**src/rtl/dmem_arb_pkg.sv**
```systemverilog
// Shared types and constants for the data-memory arbiter.
//   size_e  : request size codes (byte / half / word / illegal)
//   state_e : arbiter FSM state encoding
//   req_t   : a latched request (we, size, byte address, store data)
//   PORT_CORE / PORT_DMA : requester ids
//   size_mask() : right-aligned lane mask for a size code
package dmem_arb_pkg;

  typedef enum logic [1:0] {
    SZ_BYTE = 2'b00,
    SZ_HALF = 2'b01,
    SZ_WORD = 2'b10,
    SZ_ILL  = 2'b11
  } size_e;

  typedef enum logic [1:0] {
    ST_IDLE   = 2'b00,
    ST_ACCESS = 2'b01,
    ST_MERGE  = 2'b10,
    ST_DONE   = 2'b11
  } state_e;

  localparam logic PORT_CORE = 1'b0;
  localparam logic PORT_DMA  = 1'b1;

  typedef struct packed {
    logic        we;
    size_e       size;
    logic [31:0] addr;
    logic [31:0] wdata;
  } req_t;

  function automatic logic [31:0] size_mask(input size_e size);
    case (size)
      SZ_BYTE: size_mask = 32'h0000_00ff;
      SZ_HALF: size_mask = 32'h0000_ffff;
      default: size_mask = 32'hffff_ffff;
    endcase
  endfunction

endpackage

```
**src/rtl/dmem_arbiter_if.sv**
```systemverilog
// Bus bundle between the two requesters, the arbiter and the memory pins.
//   Requester side (2 ports, port i in slice i):
//     req_valid[2], req_we[2], req_size[4], req_addr[64], req_wdata[64] -> arbiter
//     req_ack[2], req_err[2], req_rdata[32]                              <- arbiter
//   Memory side:
//     mem_we, mem_a[32], mem_wd[32] <- arbiter ; mem_rd[32] -> arbiter
// modport slave  : the arbiter's view
// modport master : the requester/memory environment's view
interface dmem_arbiter_if;
  logic [1:0]  req_valid;
  logic [1:0]  req_we;
  logic [3:0]  req_size;
  logic [63:0] req_addr;
  logic [63:0] req_wdata;
  logic [1:0]  req_ack;
  logic [1:0]  req_err;
  logic [31:0] req_rdata;
  logic        mem_we;
  logic [31:0] mem_a;
  logic [31:0] mem_wd;
  logic [31:0] mem_rd;

  modport slave (
    input  req_valid, req_we, req_size, req_addr, req_wdata, mem_rd,
    output req_ack, req_err, req_rdata, mem_we, mem_a, mem_wd
  );

  modport master (
    output req_valid, req_we, req_size, req_addr, req_wdata, mem_rd,
    input  req_ack, req_err, req_rdata, mem_we, mem_a, mem_wd
  );
endinterface

```
**src/rtl/dmem_lane_merge.sv**
```systemverilog
// Combinational lane helper for sub-word accesses.
//   word   in  32  word read from memory
//   wdata  in  32  right-aligned store data
//   size   in  2   size code (byte/half/word)
//   offset in  2   byte offset within the word
//   merged out 32  word with the store lane(s) replaced by wdata
//   lane   out 32  zero-extended lane extracted from word
module dmem_lane_merge
  import dmem_arb_pkg::*;
(
  input  logic [31:0] word,
  input  logic [31:0] wdata,
  input  size_e       size,
  input  logic [1:0]  offset,
  output logic [31:0] merged,
  output logic [31:0] lane
);

  logic [4:0]  shamt;
  logic [31:0] mask;

  always_comb begin
    shamt  = {offset, 3'b000};
    mask   = size_mask(size);
    lane   = (word >> shamt) & mask;
    merged = (word & ~(mask << shamt)) | ((wdata & mask) << shamt);
  end

endmodule

```
**src/rtl/dmem_arbiter.sv**
```systemverilog
// Two-port arbiter in front of a single-port, word-wide data memory.
// Port 0 is the core LSU, port 1 the DMA/debug requester. Sub-word stores
// are done as read-modify-write; loads return a zero-extended lane.
//   clk, reset (synchronous, active-high)
//   bus : dmem_arbiter_if.slave (requester handshake + memory pins)
// Parameter DEPTH: memory depth in 32-bit words (word index = addr[31:2]).
// Optional feature macro DMEM_ARB_RR_EN: round-robin arbitration instead of
// fixed priority (port 0 > port 1).
module dmem_arbiter
  import dmem_arb_pkg::*;
#(
  parameter int DEPTH = 64
) (
  input logic            clk,
  input logic            reset,
  dmem_arbiter_if.slave  bus
);

  localparam logic [29:0] DEPTH_IDX = 30'(DEPTH);

  state_e      state_q, state_d;
  req_t        req_q, cand;
  logic        id_q;
  logic        err_q;
  logic [31:0] data_q;
  logic        any_valid;
  logic        winner;
  logic        cand_err;
  logic [31:0] merged;
  logic [31:0] lane;

  // ---------------------------------------------------------------------
  // Arbitration and request legality (only meaningful in IDLE)
  // ---------------------------------------------------------------------
`ifdef DMEM_ARB_RR_EN
  logic ptr_q;

  always_ff @(posedge clk) begin
    if (reset) begin
      ptr_q <= PORT_CORE;
    end else if (state_q == ST_IDLE && any_valid) begin
      // Hand priority to the port that did not win this grant.
      ptr_q <= ~winner;
    end
  end
`endif

  always_comb begin
    any_valid = |bus.req_valid;
`ifdef DMEM_ARB_RR_EN
    // A lone requester wins outright; a tie goes to the pointer's port.
    winner = (&bus.req_valid) ? ptr_q : bus.req_valid[1];
`else
    winner = bus.req_valid[0] ? PORT_CORE : PORT_DMA;
`endif
    cand.we    = winner ? bus.req_we[1] : bus.req_we[0];
    cand.size  = size_e'(winner ? bus.req_size[3:2] : bus.req_size[1:0]);
    cand.addr  = winner ? bus.req_addr[63:32] : bus.req_addr[31:0];
    cand.wdata = winner ? bus.req_wdata[63:32] : bus.req_wdata[31:0];
    cand_err   = (cand.size == SZ_ILL)
              || (cand.size == SZ_HALF && cand.addr[0])
              || (cand.size == SZ_WORD && cand.addr[1:0] != 2'b00)
              || (cand.addr[31:2] >= DEPTH_IDX);
  end

  // ---------------------------------------------------------------------
  // Lane extraction / merge on the word currently read from memory
  // ---------------------------------------------------------------------
  dmem_lane_merge u_lane_merge (
    .word   (bus.mem_rd),
    .wdata  (req_q.wdata),
    .size   (req_q.size),
    .offset (req_q.addr[1:0]),
    .merged (merged),
    .lane   (lane)
  );

  // ---------------------------------------------------------------------
  // FSM: state register
  // ---------------------------------------------------------------------
  // NOTE: sequential state uses non-blocking assignments so every flop
  // samples the pre-edge values regardless of block evaluation order.
  always_ff @(posedge clk) begin
    if (reset) state_q <= ST_IDLE;
    else       state_q <= state_d;
  end

  // NOTE: datapath registers carry no reset; they are only observed in
  // states that can be reached after being loaded, and every output they
  // feed is forced to zero outside those states.
  always_ff @(posedge clk) begin
    if (state_q == ST_IDLE && any_valid) begin
      req_q <= cand;
      id_q  <= winner;
      err_q <= cand_err;
    end
    // One capture register serves both the load lane and the RMW word.
    if (state_q == ST_ACCESS) begin
      data_q <= req_q.we ? merged : lane;
    end
  end

  // ---------------------------------------------------------------------
  // FSM: next-state logic
  // ---------------------------------------------------------------------
  // NOTE: every always_comb output gets a default first so no path can
  // leave it unassigned and infer a latch.
  always_comb begin
    state_d = state_q;
    case (state_q)
      ST_IDLE:   if (any_valid) state_d = cand_err ? ST_DONE : ST_ACCESS;
      ST_ACCESS: state_d = (req_q.we && req_q.size != SZ_WORD) ? ST_MERGE : ST_DONE;
      ST_MERGE:  state_d = ST_DONE;
      ST_DONE:   state_d = ST_IDLE;
      default:   state_d = ST_IDLE;
    endcase
  end

  // ---------------------------------------------------------------------
  // FSM: outputs
  // Write enable and ack are masked by reset so an aborted operation
  // neither writes memory (e.g. a pending MERGE) nor acknowledges.
  // ---------------------------------------------------------------------
  always_comb begin
    bus.req_ack   = '0;
    bus.req_err   = '0;
    bus.req_rdata = '0;
    bus.mem_we    = 1'b0;
    bus.mem_a     = '0;
    bus.mem_wd    = '0;
    case (state_q)
      ST_ACCESS: begin
        bus.mem_a = {req_q.addr[31:2], 2'b00};
        if (req_q.we && req_q.size == SZ_WORD) begin
          bus.mem_we = !reset;
          bus.mem_wd = req_q.wdata;
        end
      end
      ST_MERGE: begin
        bus.mem_a  = {req_q.addr[31:2], 2'b00};
        bus.mem_we = !reset;
        bus.mem_wd = data_q;
      end
      ST_DONE: begin
        bus.req_ack[id_q] = !reset;
        bus.req_err[id_q] = err_q && !reset;
        if (!req_q.we && !err_q) bus.req_rdata = data_q;
      end
      default: ;
    endcase
  end

endmodule
```
**src/flat_wrapper.sv**
```systemverilog
// flat-port wrapper written by rule: the top's interface ports become plain ports
module dmem_arbiter_flat import dmem_arb_pkg::*;
#(
  parameter int DEPTH = 64
)
  (clk, reset, bus_req_valid, bus_req_we, bus_req_size, bus_req_addr, bus_req_wdata, bus_mem_rd, bus_req_ack, bus_req_err, bus_req_rdata, bus_mem_we, bus_mem_a, bus_mem_wd);
  dmem_arbiter_if bus_i ();
  input logic clk;
  input logic reset;
  input wire logic [$bits(bus_i.req_valid)-1:0] bus_req_valid;
  input wire logic [$bits(bus_i.req_we)-1:0] bus_req_we;
  input wire logic [$bits(bus_i.req_size)-1:0] bus_req_size;
  input wire logic [$bits(bus_i.req_addr)-1:0] bus_req_addr;
  input wire logic [$bits(bus_i.req_wdata)-1:0] bus_req_wdata;
  input wire logic [$bits(bus_i.mem_rd)-1:0] bus_mem_rd;
  output wire logic [$bits(bus_i.req_ack)-1:0] bus_req_ack;
  output wire logic [$bits(bus_i.req_err)-1:0] bus_req_err;
  output wire logic [$bits(bus_i.req_rdata)-1:0] bus_req_rdata;
  output wire logic [$bits(bus_i.mem_we)-1:0] bus_mem_we;
  output wire logic [$bits(bus_i.mem_a)-1:0] bus_mem_a;
  output wire logic [$bits(bus_i.mem_wd)-1:0] bus_mem_wd;
  assign bus_i.req_valid = bus_req_valid;
  assign bus_i.req_we = bus_req_we;
  assign bus_i.req_size = bus_req_size;
  assign bus_i.req_addr = bus_req_addr;
  assign bus_i.req_wdata = bus_req_wdata;
  assign bus_i.mem_rd = bus_mem_rd;
  assign bus_req_ack = bus_i.req_ack;
  assign bus_req_err = bus_i.req_err;
  assign bus_req_rdata = bus_i.req_rdata;
  assign bus_mem_we = bus_i.mem_we;
  assign bus_mem_a = bus_i.mem_a;
  assign bus_mem_wd = bus_i.mem_wd;
  dmem_arbiter #(.DEPTH(DEPTH)) u_core (.clk(clk), .reset(reset), .bus(bus_i));
endmodule
```
**config.mk**
```make
export PLATFORM = sky130hd
export DESIGN_NAME = dmem_arbiter_flat
export DESIGN_NICKNAME = d
export VERILOG_FILES = /design/src/rtl/dmem_arb_pkg.sv /design/src/rtl/dmem_arbiter_if.sv /design/src/rtl/dmem_lane_merge.sv /design/src/rtl/dmem_arbiter.sv /design/src/flat_wrapper.sv
export SDC_FILE = /design/constraint.sdc
export NUM_CORES = 1
export LEC_CHECK = 0
export BUFFER_PORTS_ARGS = -buffer_cell sky130_fd_sc_hd__clkbuf_2
export CAP_MARGIN = 10
export CORE_AREA = 2 2 161 163
export CTS_CLUSTER_DIAMETER = 40
export DETAILED_ROUTE_END_ITERATION = 6
export DIE_AREA = 0 0 163 165
export GPL_TIMING_DRIVEN = 0
export HOLD_SLACK_MARGIN = 0.05
export SYNTH_ARGS = -nofsm -noshare
export SYNTH_HDL_FRONTEND = slang
export SYNTH_SLANG_ARGS = --single-unit
```
**constraint.sdc**
```tcl
create_clock -name clk -period 6.07 [get_ports clk]
set_input_delay 1.214 -clock clk [delete_from_list [all_inputs] [get_ports clk]]
set_output_delay 1.214 -clock clk [all_outputs]
set_load 0.01 [all_outputs]
```
* Word level (Yosys, flattened, before mapping)
Cells that the tools add are included.
** Cells by class
- Order comparisons :: 3
- Equality and inequality tests :: 10
- Shift-type cells :: 3
- Muxes and demuxes :: 22
- Bitwise operators :: 7
- Reduce and logical (&&, ||, !) cells :: 19
** Operators with widths (number)
- 32-bit two-way mux :: 7
- 32-bit one-hot mux with 2 select lines :: 2
- 32-bit bitwise AND :: 3
- 32-bit by 5-bit left shift with 32-bit output :: 2
- 32-bit NOT :: 1
- 32-bit bitwise OR :: 1
- 32-bit by 5-bit >> shifter with 32-bit output :: 1
- 30-bit by 7-bit >= comparator with 1-bit output, second input constant :: 1
- 2-bit equality test, second input constant :: 5
- 2-bit two-way mux :: 5
- 1-bit logical AND :: 8
- 2-bit one-hot mux with 4 select lines :: 1
- 2-bit by 1-bit equality test with 1-bit output, second input constant :: 3
- 1-bit two-way mux :: 5
- 2-bit bitwise AND :: 2
- 2-bit logical NOT :: 2
- 2-bit OR reduction :: 2
- 1-bit logical NOT :: 3
- 1-bit logical OR :: 3
- 1-bit by 2-bit less-than comparator with 1-bit output, second input constant :: 1
- 2-bit by 1-bit != test with 1-bit output, second input constant :: 1
- 2-bit != test, second input constant :: 1
- 1-bit one-hot mux with 2 select lines :: 1
- 2-bit nonzero test :: 1
- 2 further kinds :: 2
** Storage, ports and cells
- Flip-flop bits (word level) :: 103
- Input bits :: 170
- Logic and storage cells :: 72

* Logic depth before layout (Yosys ltp)
Gate-level depths: netlist (run 1).
- Word-level depth :: 9
- Gate-level depth with buffers :: 8

* Hierarchy
Synthesis (run 1) repeated with hierarchy kept, for this count alone.
** Second synthesis, totals
- Cell total of the unflattened synthesis :: 601
- Area, all modules :: 6865.3 um^2
** By module, submodules not included
- dmem_arbiter :: times used 1, cells an instance 418, area each 5567.8 um^2
- dmem_lane_merge :: times used 1, cells an instance 183, area each 1297.5 um^2

* Least setup slack after synthesis (run 1)
OpenSTA, ideal clock, no wires.
- Path type :: input port to flip-flop
- From :: input port bus_req_valid[0]
- To :: register u_core.err_q (enable)
- Library setup time :: 0.498 ns
- Data arrival time :: 4.817 ns
- Required time :: 5.572 ns
- Setup slack :: 0.755 ns
- Stages :: 5
- Path buffers :: 3
- Cell sequence :: buf_6 -> buf_2 -> clkbuf_1 -> nor2_1 -> nor2_1
** On the way
- Cells in the longest elaborated chain, start to end :: 2
** RTL lines
- start: declaration :: line flat_wrapper.sv:10 : input wire logic [$bits(bus_i.req_valid)-1:0] bus_req_valid;
- 2-bit OR reduction :: line dmem_arbiter.sv:49 : any_valid = |bus.req_valid;
- 1-bit logical AND :: line dmem_arbiter.sv:92 : if (state_q == ST_IDLE && any_valid) begin
- end signal: assignment :: line dmem_arbiter.sv:95 : err_q <= cand_err;
- end: declaration :: line dmem_arbiter.sv:24 : logic err_q;
Every way passes these cells.
A chain may end at the register's enable or synchronous reset.

* Worst setup path in the final report (run 1)
- From :: register u_core.state_q[1]
- To :: output port bus_mem_we
** On the way
- Cells in the longest elaborated chain, start to end :: 2
** RTL lines
- start: declaration :: line dmem_arbiter.sv:21 : state_e state_q, state_d;
- start signal: assignment :: line dmem_arbiter.sv:85 : else state_q <= state_d;
- 2-bit equality test or 2-bit by 1-bit equality test with 1-bit output (tied branches) :: line dmem_arbiter.sv:131 : case (state_q)
- 1-bit one-hot mux with 2 select lines * :: line dmem_arbiter.sv:131
- end: declaration :: line flat_wrapper.sv:19 : output wire logic [$bits(bus_i.mem_we)-1:0] bus_mem_we;
Mark *: on every way between the ends. The rest lies on a longest branch, timed or not.

==> reports/results.txt, run 1 <==
The run finished with clean final reports. The number of cells produced by synthesis was 626; the met3 routed wirelength was 2.21 mm. For the final global-route overflow total, the log shows 0. For the overall routing resource usage, the log shows 0.200. TritonCTS built the clock tree.

For this run, the post-layout net count is 1,083. After synthesis, the cell types taking the most area are sky130_fd_sc_hd__edfxtp_1, sky130_fd_sc_hd__mux2_2, sky130_fd_sc_hd__and2_1. Kind of cell adding the most delay to the critical path: simple AND/OR/NAND/NOR gates.

For the last weighted congestion value of the routability-driven placer, the log shows 0.907. Input and output buffers added on the ports amount to 267. The worst setup path is captured at an output pin. The logs give 9 for the number of buffers created by CTS and 0 for the count of endpoints failing hold in the final timing report. Summing every instance area after synthesis gives 6660 sq um.

The count of state elements after synthesis is 103. The highest layer used for signal routing is met5. The average vias per placed instance came out at 5.08.

For this design, the sink count on the clock tree is 103. Buffering stage count on the worst path with inverters included: 3. The count of cells in the finished layout, fillers not included, comes to 1,244. The area share of the largest cell type after synthesis is 0.455, and the shortest period the worst path allows is 4.88 ns. The final max-slew violation count is 0.

STA puts the critical path data required time at 4.86 ns. The slew at the pin with the worst max-slew slack was 1.17 ns. The number of nets with antenna violations after detailed routing is 0. The clock skew after layout was 0.0133 ns. Derived from the worst setup path, the maximum achievable clock frequency is 205 MHz.

The repair_antennas step left the layout with diodes totalling 0. Summed over all layers, the routed wires come to 27.2 mm. The most common cell in the synthesized netlist is sky130_fd_sc_hd__edfxtp_1. Most used flip-flop cell after synthesis: sky130_fd_sc_hd__edfxtp_1.

Yosys mapped a number of flops with a built-in enable equal to 101. The tools report the number of antenna violations at the first check in global routing as 2. Entering global routing, the biggest net connects 35 pins.

The final route contains 6,318 vias. From bottom edge to top edge, the die measures 165 um. The initial core utilization was 0.266; the total die area was 26,900 sq um.

The clock passes through at most 2 buffers. The library cell with the largest summed area after synthesis is sky130_fd_sc_hd__edfxtp_1. The horizontal extent of the die was 163 um. Compared with the post-synthesis result, the final layout area differs by 32.3%.

The tools report the placed wire-length estimate as 21.1 mm. The floorplan step defined a core boundary enclosing 25,000 sq um. For the share of the core filled with cells, the log shows 0.352.

Averaged over all synthesized cells, the footprint is 10.6 sq um. The tools report the number of optimization iterations in the first detailed-route pass as 5. The run gives 0 as the count of cells resized by post-cts repair.

Startpoint kind of the worst setup timing path: a flop. For the level count of the clock H-tree, the log shows 3. The classification of the worst-slack hold path was flop to flop. Walking the worst path, the cells encountered are inv_1, ha_2, nand2_1, nor3_1, clkbuf_1, nor2_1, nor3b_1, clkbuf_2. The share of cells above drive strength 1 works out to 0.400. Setup repair after global routing left no endpoint under its margin.

STA puts the critical path data arrival time at 3.67 ns. For this design the static power due to leakage is 3.66 nW. Fill cells in the final layout number 2,594.

The design draws 3.54 mW. The first global-routing pass estimated 39.1 mm of wire. In this run the worst path has a maximum fanout of 34. The number of maximum-capacitance violations is 0, and the clock transition at the registers of the reported paths is 0.08 ns.

VDD sags by at most 0.196 mV. Register area share after synthesis: 0.461. For the number of global-route vias before repair, the log shows 6,335. In this run, distinct cell masters in the synthesized netlist total 42. In the final routed layout, each cell accounts on average for 21.9 um. In this run, placement finished with an instance count of 1,228.

The detailed router put a total of 11.1 mm of wire on met1. Summed over all nets, wire length on met2 after detailed routing comes to 13.2 mm. The portion of the clock cycle consumed by the worst path in the final layout came out at 0.804. For this design, the slowest cell found on the critical path is sky130_fd_sc_hd__ha_2. The cts-stage hold buffer count is 0. Clock tree root buffer cell: sky130_fd_sc_hd__clkbuf_16. The tools report the number of setup buffers added after CTS as 0. The tools report the synthesis warning total as 0. Setup violations remaining at the end of the flow were counted as 0. The logs give 0.219 for the normalized max-slew margin and 271 for the count of boundary I/O pins.

The async set or reset register ratio after synthesis is 0, and the number of violations reported at the end of detailed-routing iteration 0 is 419. Power spread over the standard cell area amounts to 402 nW/um^2. The clock reaches the later pin of the worst-skew pair after 0.36 ns. The placement row count is 58. In the synthesized netlist, the cells that appear most often are sky130_fd_sc_hd__edfxtp_1, sky130_fd_sc_hd__and2_1, sky130_fd_sc_hd__mux2_2. The kind of critical path was flop to output pin.

In the routed design, unresolved DRC markers number 0. In this design, the stage delay of the slowest critical-path cell is 0.79 ns.
==> where the power goes <==
part           total [mW]  internal (mW)  leakage, nW  switching, mW
Sequential           1.24           1.10        0.975          0.145
Clock               0.613          0.332        0.146          0.280
Combinational        1.69          0.658         2.54           1.03
==> per-layer routing <==
layer	global-route usage	vias to the layer above
met5	0	-
met4	0.0611	2
met3	0.0480	43
met2	0.352	333
met1	0.242	3032
li1	-	2908
==> stage by stage <==
| step | hold WS (ns) | area [sq um] | TNS (ns) | setup slack [ns] |
|---|---|---|---|---|
| 6_report | 0.565 | 8810 | 0 | 1.19 |
| 5_1_grt | 0.606 | 8810 | 0 | 1.00 |
| 4_1_cts | 0.557 | 8810 | 0 | 1.27 |
| 3_5_place_dp | 0.543 | 8510 | 0 | 1.68 |
| 3_3_place_gp | 0.526 | 8420 | -94.91 | -1.36 |
| 2_1_floorplan | 0.489 | 6670 | 0 | 0.755 |
==> cell usage in the layout (no fill, tap or decap), types with 18 or more instances in the layout <==
cell / instances
sky130_fd_sc_hd__o21ai_0: 35
sky130_fd_sc_hd__clkbuf_1: 40
sky130_fd_sc_hd__nor2_1: 18
sky130_fd_sc_hd__nand2_1: 52
sky130_fd_sc_hd__mux2_2: 65
sky130_fd_sc_hd__a22oi_1: 39
sky130_fd_sc_hd__a21oi_1: 21
sky130_fd_sc_hd__nor2b_1: 41
sky130_fd_sc_hd__a22o_1: 23
sky130_fd_sc_hd__edfxtp_1: 101
sky130_fd_sc_hd__clkbuf_2: 267
sky130_fd_sc_hd__mux2i_1: 40
sky130_fd_sc_hd__and2_1: 65
==> registers in the layout, summed over array words and instances (netlist names) <==
name            count
u_core.err_q        1
u_core.id_q         1
u_core.data_q      32
u_core.req_q       67
u_core.state_q      2
==> final cells by class <==
class,instances,area (sq um),area share
plain buffers,50,208,0.0236
flip-flops and latches,103,3070,0.349
clock inverters,5,56.3,0.00639
clock buffers,11,243,0.0275
inverters,6,22.5,0.00256
multi-input cells,468,3370,0.383
well taps,330,413,0.0468
repair buffers,271,1420,0.162
==> worst reg2reg max path, stage by stage (launching register included) <==
cell and delay, ns:
sky130_fd_sc_hd__edfxtp_1 0.46, sky130_fd_sc_hd__buf_1 0.34, sky130_fd_sc_hd__clkbuf_1 0.44, sky130_fd_sc_hd__nor2_1 1.00, sky130_fd_sc_hd__mux2i_1 0.28, sky130_fd_sc_hd__a21oi_1 0.12
==> kinds of logic after synthesis <==
kind of cell | after synthesis | synth area share
DFF | 103 | 0.461
adders and majority gates | 4 | 0.00751
and+or+nand+nor | 207 | 0.171
buffers and inverters | 56 | 0.0345
AOI/OAI and AO/OA | 148 | 0.151
muxes | 107 | 0.174
other | 1 | 0.000563
==> path summary, 6_finish.rpt <==
| path | from | end | slack (ns) | cells past startpoint |
|---|---|---|---|---|
| worst max-delay path | u_core.state_q[1] | bus_mem_we | 1.19 | 8 |
| worst min-delay path | u_core.state_q[0] | u_core.state_q[0] | 0.56 | 1 |
| worst max register to register | u_core.req_q[32] | u_core.data_q[2] | 3.16 | 5 |
| worst min register to register | u_core.state_q[0] | u_core.state_q[0] | 0.56 | 1 |
Note: power is estimated with default switching activity, not from simulation.
==> run 2: changes to the inputs <==
- ABC_AREA: not set -> 1
- CORE_AREA: 2 2 161 163 -> 2 2 162 164
- DIE_AREA: 0 0 163 165 -> 0 0 164 166
- clock period: 6.07 -> 4.5 ns (I/O delays scaled with it)
==> run 2 against run 1 <==
Cell area rose by 0.51%. Hold slack better by 0.0084 ns. Synthesized cell count grew 51%. Final cell count is 26% higher. Critical path type unchanged. Critical endpoint is now bus_mem_wd[17]. Largest power group unchanged. Highest routed layer unchanged.
==> reports/results.txt, run 2 <==
The highest metal layer carrying signal wires in the routed design is met5. The top cell types in the final layout, fill and taps aside, are sky130_fd_sc_hd__nand2_1, sky130_fd_sc_hd__clkbuf_2, sky130_fd_sc_hd__inv_1. The required time of the critical path is 3.60 ns (-1.26 ns), and the synthesis warning total is 0 (unchanged). Number of buffers created by CTS: 9 (unchanged). Total die area: 27,200 sq um (+1.2%). The run gives 0 (unchanged) as the final routed DRC violation total. The number of distinct standard cells referenced by the synthesized netlist was 35 (-17%); the register area share after synthesis was 0.455 (-0.00615). By area the synthesized netlist is led by sky130_fd_sc_hd__edfxtp_1, sky130_fd_sc_hd__nand2_1, sky130_fd_sc_hd__inv_1. The logs give 0 (unchanged) for the number of setup buffers added after CTS and 0.850 ns (-0.340 ns) for the post-route worst setup slack. STA classifies the critical path endpoint as an output pin. The run gives 0.376 (+0.026) as the register share of total power.

The tools report the last weighted congestion value of the routability-driven placer as 0.903 (-0.42%). Number of nets at the end of the flow: 1,403 (+30%). The placement-stage worst setup slack is 1.10 ns (-0.581 ns), and the share of cells above drive strength 1 is 0.267 (-0.134).

After synthesis, the most frequently instantiated cells are sky130_fd_sc_hd__nand2_1, sky130_fd_sc_hd__inv_1, sky130_fd_sc_hd__edfxtp_1. The initial core utilization is 0.264 (-0.00250), and the count of state elements after synthesis is 103 (unchanged). The number of violations reported at the end of detailed-routing iteration 0 came out at 495 (+18%). The worst setup path is launched from a flop. The path class of the tightest hold or removal check is flop to flop. The slew at the pin with the worst max-slew slack is 0.844 ns (-0.323 ns), and the maximum fanout count along the critical path is 34 (unchanged). The run gives 271 (unchanged) as the count of boundary I/O pins. Setup repair after global routing left no endpoint under its margin. The worst ir drop on vdd came out at 0.201 mV (+2.2%).

The most common cell in the synthesized netlist is sky130_fd_sc_hd__nand2_1. The worst-case reg-to-reg path depth came out at 5 (unchanged). The portion of the clock cycle consumed by the worst path in the final layout is 0.811, and the number of placed instances, taps included is 1,553 (+26%). The total number of vias was 7,190 (+14%).

The pin count of the biggest net entering global routing is 35 (unchanged), and the number of global-route vias before repair is 7,016 (+11%). More flip-flops sit in one register than any other, and that register is u_core.req_q. The count of port buffers added during placement was 268 (+0.37%); the shortest period the worst path allows was 3.65 ns. For the deepest clock path buffer count, the log shows 2 (unchanged).

The share of the core filled with cells was 0.346 (-0.00620); the clock network fraction of total power was 0.175 (+0.002). The fmax was 274 MHz. The placement row count was 59 (+1.7%). The wire length of the first global-routing pass came out at 41.1 mm (+4.9%). Later-pin clock latency in the skew report: 0.36 ns (about the same). The run gives 2.75 ns (-0.92 ns) as the arrival time at the worst endpoint.

The flow ran to the end, and the final reports show no timing, DRC or antenna violations. The routed wire length per instance is 17.8 um (-19%). The synthesized cell area came out at 6750 sq um (+1.4%). Average vias per placed instance: 4.58 (-9.8%). The overall routing resource usage was 0.204 (+0.00427). The number of flip-flops under the largest register name is 67 (unchanged). The number of maximum-capacitance violations is 0 (unchanged), and the async set or reset register ratio after synthesis is 0 (unchanged). Power density over the cells: 498 nW/um^2 (+24%). The total wire length after detailed routing is 27.9 mm (+2.8%). The clock transition at the registers of the reported paths is 0.07 ns (about the same), and the number of optimization iterations in the first detailed-route pass is 5 (unchanged). The flop-to-flop setup slack was 2.31 ns (-0.85 ns). The startpoint identified for the worst hold timing path is u_core.state_q[0]. The run gives 0 (unchanged) as the cts-stage hold buffer count.

The placed wire-length estimate is 22.6 mm (+7.3%). Kind of critical path: flop to output pin. The final max-slew violation count was 0 (unchanged); the met3 routed wirelength was 2.31 mm (+4.4%).

The run gives 2.46 mW (+18%) as the design internal power. The level count of the clock H-tree came out at 3 (unchanged). The largest registers in the layout are u_core.req_q (67), u_core.data_q (32), u_core.state_q (2). The layout filler cell count was 2,771 (+6.8%). From synthesis to final layout, the design area changed by 31.2%.

The normalized max-slew margin is 0.437 (+0.218). The share of total power in combinational logic came out at 0.448 (-0.029). The destination of the worst hold path is u_core.state_q[0].

The number of setup violations in the final report came out at 0 (unchanged). The worst register-to-register path begins at u_core.req_q[33]. Clock tree root buffer cell: sky130_fd_sc_hd__clkbuf_16. The horizontal extent of the die came out at 164 um (+0.61%). The number of nets with antenna violations after detailed routing was 0 (unchanged).

The library cell used most frequently in the layout, excluding fill and tap cells, is sky130_fd_sc_hd__nand2_1. The number of antenna violations at the first check in global routing was 2 (unchanged). Floorplan core area: 25,600 sq um (+2.3%).

The height of the die came out at 166 um (+0.61%). The area share of the largest cell type after synthesis was 0.449 (-0.00607). Library cell with the largest summed area after synthesis: sky130_fd_sc_hd__edfxtp_1. The routed length on met2 came out at 12.6 mm (-4.9%). The power spent charging and discharging nets was 1.96 mW (+35%); the worst hold path depth was 2 (+1). TritonCTS built the clock tree. The tools report the cell leakage power as 4.61 nW (+26%). For the number of standard cells in the layout, taps in and fillers out, the log shows 1,570 (+26%). The final global-route overflow total is 0 (unchanged). The endpoint of the worst-slack reg-to-reg timing path is u_core.data_q[27]. The number of flops mapped to enable cells by yosys works out to 101 (unchanged). Average instance area after synthesis: 7.13 sq um (-33%). The TritonCTS sink count came out at 103 (unchanged). The wire length on met1 is 11.4 mm (+3.0%). For the number of cells produced by synthesis, the log shows 947 (+51%). The clock skew after layout is 0.00907 ns (-0.00419 ns).

The count of endpoints failing hold in the final timing report came out at 0 (unchanged). The count of cells resized by post-cts repair was 0 (unchanged); the switching fraction of total power was 0.444 (+0.0326). For this run, the leading register cell type out of synthesis is sky130_fd_sc_hd__edfxtp_1.
-- run 2: kinds of logic after synthesis --
| group | count (synthesis) | synth area share |
|---|---|---|
| simple gates | 443 | 0.253 |
| buf+inv | 215 | 0.130 |
| other cells | 1 | 0.000555 |
| compound gates | 181 | 0.154 |
| flops | 103 | 0.455 |
| fa+ha+maj | 4 | 0.00741 |
-- run 2: layer usage --
layer,global-route usage,vias to the layer above
met5,0,-
met4,0.114,2
met3,0.0435,66
met2,0.329,375
met1,0.253,3165
li1,-,3582
-- run 2: critical path: stages (launching register included) --
cell and delay (ns):
sky130_fd_sc_hd__dfxtp_1 0.33, sky130_fd_sc_hd__inv_1 0.12, sky130_fd_sc_hd__ha_2 0.74, sky130_fd_sc_hd__nand3_1 0.14, sky130_fd_sc_hd__inv_1 0.23, sky130_fd_sc_hd__buf_2 0.34
sky130_fd_sc_hd__nand2_1 0.16, sky130_fd_sc_hd__a21oi_1 0.17, sky130_fd_sc_hd__clkbuf_2 0.16
-- run 2: area by class of cell --
| type | instances | area, sq um | share of cell area |
|---|---|---|---|
| Tap cell | 335 | 419 | 0.0473 |
| Antenna cell | 1 | 2.50 | 0.000282 |
| Clock buffer | 9 | 225 | 0.0254 |
| Timing Repair Buffer | 270 | 1390 | 0.157 |
| Buffer | 53 | 269 | 0.0304 |
| Sequential cell | 103 | 3070 | 0.347 |
| Multi-Input combinational cell | 630 | 2820 | 0.318 |
| Clock inverter | 7 | 55.1 | 0.00621 |
| Inverter | 162 | 608 | 0.0686 |
-- run 2: through the flow --
stage	TNS, ns	power [mW]	hold WS [ns]	area, sq um
CTS	0	4.45	0.571	8860
floorplan	0	2.75	0.527	6760
finish	0	4.42	0.573	8860
global route	0	4.72	0.668	8860
detailed placement	0	3.67	0.560	8580
global placement	-1.01	3.63	0.556	8520
-- run 2: power by group through the flow --
stage               clock [mW]  combinational (mW)  sequential, mW
floorplan                    0                1.15            1.60
CTS                      0.798                1.99            1.66
detailed placement           0                1.99            1.68
global route             0.829                2.20            1.70
finish                   0.775                1.98            1.66
global placement             0                1.93            1.70
-- run 2: how the worst max path moves through the flow --
stage,startpoint,end,slack (ns),cells after the start
after floorplan,bus_req_valid[0],u_core.err_q,1.08,4
after global placement,bus_req_valid[0],u_core.req_q[56],-0.02,5
after detailed placement,u_core.state_q[1],bus_mem_wd[31],1.10,8
after CTS,u_core.state_q[1],bus_mem_wd[31],0.74,8
after global routing,u_core.state_q[1],bus_mem_wd[17],0.58,8
final,u_core.state_q[1],bus_mem_wd[17],0.85,8
==> run 3: changes to the inputs <==
- clock period: 4.5 -> 3.4 ns (I/O delays scaled with it)
==> run 3 against run 2 <==
Clock-buffer cell count unchanged. Core utilization hardly changed. Non-clock buffer count did not move. Critical endpoint is now bus_mem_wd[31]. Largest cell class unchanged. Largest power group unchanged. Highest routed layer unchanged.
==> reports/results.txt, run 3 (same netlist as run 2, synthesis figures left out) <==
The final global-route overflow total was 0 (unchanged); the shortest period the worst path allows was 3.20 ns. The switching fraction of total power came out at 0.444 (about the same). The run gives 103 (unchanged) as the TritonCTS sink count. The number of nets at the end of the flow was 1,403 (unchanged); the layout overhead on the synthesized area was 31.3%.

Number of maximum-capacitance violations: 0 (unchanged). The design internal power was 3.26 mW (+33%); the number of setup buffers added after CTS was 0 (unchanged). The run finished with clean final reports. The total wire length after detailed routing was 28.0 mm (about the same); the clock transition at the registers of the reported paths was 0.08 ns (about the same). The tools report the arrival time at the worst endpoint as 2.52 ns (-0.23 ns). Number of global-route vias before repair: 7,017 (+0.014%). Cts-stage hold buffer count: 0 (unchanged).

The count of cells resized by post-cts repair is 1 (+1), and the number of antenna violations at the first check in global routing is 2 (unchanged). Total power after layout: 5.86 mW (+33%). The power spent charging and discharging nets was 2.60 mW (+33%).

Number of buffers created by CTS: 9 (unchanged). The share of cells above drive strength 1 is 0.267 (unchanged). In the layout the commonest cells are sky130_fd_sc_hd__nand2_1, sky130_fd_sc_hd__clkbuf_2, sky130_fd_sc_hd__inv_1. Portion of the clock cycle consumed by the worst path in the final layout: 0.942. Setup repair after global routing left no endpoint under its margin. The tools report the normalized max-slew margin as 0.476 (+0.0392). STA classifies the critical path startpoint as a flop. The deepest clock path buffer count was 2 (unchanged); the height of the die was 166 um (unchanged). The number of flip-flops under the largest register name came out at 67 (unchanged).

The post-route worst setup slack was 0.196 ns (-0.653 ns). The clock skew after layout was 0.00902 ns (-0.0000448 ns). For the pin count of the biggest net entering global routing, the log shows 35 (unchanged). The logs give 7,161 (-0.40%) for the total number of vias and 2.72 ns (-0.88 ns) for the required time of the critical path. The placement row count came out at 59 (unchanged).

For the clock network fraction of total power, the log shows 0.175 (about the same). The worst slack on hold paths is 0.588 ns (+0.0153 ns), and the worst ir drop on vdd is 0.267 mV (+33%). The run gives 5 (unchanged) as the number of optimization iterations in the first detailed-route pass. The tools report the placement-stage worst setup slack as 0.215 ns (-0.880 ns). The worst hold path belongs to the class input port to flop. Share of the core filled with cells: 0.346 (+0.000391). The tools report the placed wire-length estimate as 22.6 mm (unchanged).

The horizontal extent of the die works out to 164 um (unchanged). Leading cell type in the layout, fill and taps excluded: sky130_fd_sc_hd__nand2_1. For the final max-slew violation count, the log shows 0 (unchanged). CTS placed an instance of sky130_fd_sc_hd__clkbuf_16 at the clock tree root.

For the total die area, the log shows 27,200 sq um (unchanged). The share of total power in combinational logic came out at 0.449 (about the same). The power density over the cells was 660 nW/um^2 (+32%); the level count of the clock H-tree was 3 (unchanged).

Based on the critical path, the design can be clocked at up to 312 MHz. The count of boundary I/O pins came out at 271 (unchanged). The run gives 25,600 sq um (unchanged) as the floorplan core area. The wire length of the first global-routing pass is 41.0 mm (about the same), and the average vias per placed instance is 4.56 (-0.40%). The tools report the number of placed instances, taps included as 1,553 (unchanged).

For the overall routing resource usage, the log shows 0.204 (about the same). In the final layout, the registers with the most flip-flops are u_core.req_q (67), u_core.data_q (32), u_core.state_q (2). Critical path endpoint category: an output pin. The count of port buffers added during placement is 268 (unchanged). The critical path is of the flop to output pin type.

The cell leakage power is 4.61 nW (about the same), and the slew at the pin with the worst max-slew slack is 0.785 ns (-0.0588 ns). The initial core utilization was 0.264 (unchanged); the number of nets with antenna violations after detailed routing was 0 (unchanged). Routed wire length per instance: 17.8 um (about the same). TritonCTS built the clock tree.

The later-pin clock latency in the skew report came out at 0.36 ns (about the same). The most flop-heavy register is u_core.req_q. For the register share of total power, the log shows 0.376 (about the same).

The number of standard cells in the layout, taps in and fillers out came out at 1,570 (unchanged). The logs give 0 (unchanged) for the count of endpoints failing hold in the final timing report and 0 (unchanged) for the final routed DRC violation total. The number of violations reported at the end of detailed-routing iteration 0 was 457 (-7.7%).

The number of setup violations in the final report is 0 (unchanged), and the last weighted congestion value of the routability-driven placer is 0.903 (unchanged). The maximum fanout count along the critical path is 10 (-71%).
## run 3: cell types whose count changed in the layout (fill, tap and decap cells not counted)
cell	delta
sky130_fd_sc_hd__ha_2	-1
sky130_fd_sc_hd__ha_4	+1
## run 3: layer usage
layer  GRT usage  part of all wire  routed length (um)  vias to the layer above
met5           0           0.00057                  16                        -
met4       0.114             0.058                1630                        2
met3      0.0435             0.083                2320                       65
met2       0.329              0.45               12600                      362
met1       0.253              0.41               11400                     3151
li1            -                 -                   -                     3581
## run 3: layout make-up
class	count	area (sq um)
fill	2770	16700
sequential	103	3070
multi-input combinational	630	2830
timing repair buffer	270	1390
inverter	162	608
tap	335	419
buffer	53	269
clock buffer	9	225
clock inverter	7	55.1
antenna	1	2.50
## run 3: stage by stage
| stage | area, sq um | TNS [ns] |
|---|---|---|
| 4_1_cts | 8870 | 0 |
| 5_1_grt | 8870 | 0 |
| 3_5_place_dp | 8580 | 0 |
| 2_1_floorplan | 6760 | 0 |
| 3_3_place_gp | 8520 | -67.55 |
| 6_report | 8870 | 0 |
## run 3: path summary, 6_finish.rpt
path                                        start                end  slack (ns)  cells past startpoint
worst min register to register  u_core.state_q[0]  u_core.state_q[0]        0.61                      2
worst max-delay path            u_core.state_q[0]     bus_mem_wd[31]        0.20                      6
worst min-delay path            bus_req_wdata[60]   u_core.req_q[28]        0.59                      3
worst max register to register   u_core.req_q[33]  u_core.data_q[27]        1.22                      5
## run 3: worst max-delay path: stages (launching register included)
cell	delay (ns)
sky130_fd_sc_hd__dfxtp_1	0.47
sky130_fd_sc_hd__inv_1	0.10
sky130_fd_sc_hd__ha_1	0.38
sky130_fd_sc_hd__inv_1	0.25
sky130_fd_sc_hd__clkbuf_1	0.64
sky130_fd_sc_hd__a21oi_1	0.15
sky130_fd_sc_hd__clkbuf_2	0.18
## run 3: power groups by stage
| stage | registers, mW | clock network (mW) | logic, mW |
|---|---|---|---|
| 2_1_floorplan | 2.11 | 0 | 1.52 |
| 3_3_place_gp | 2.25 | 0 | 2.55 |
| 3_5_place_dp | 2.22 | 0 | 2.63 |
| 4_1_cts | 2.20 | 1.06 | 2.64 |
| 5_1_grt | 2.24 | 1.10 | 2.92 |
| 6_report | 2.20 | 1.03 | 2.63 |
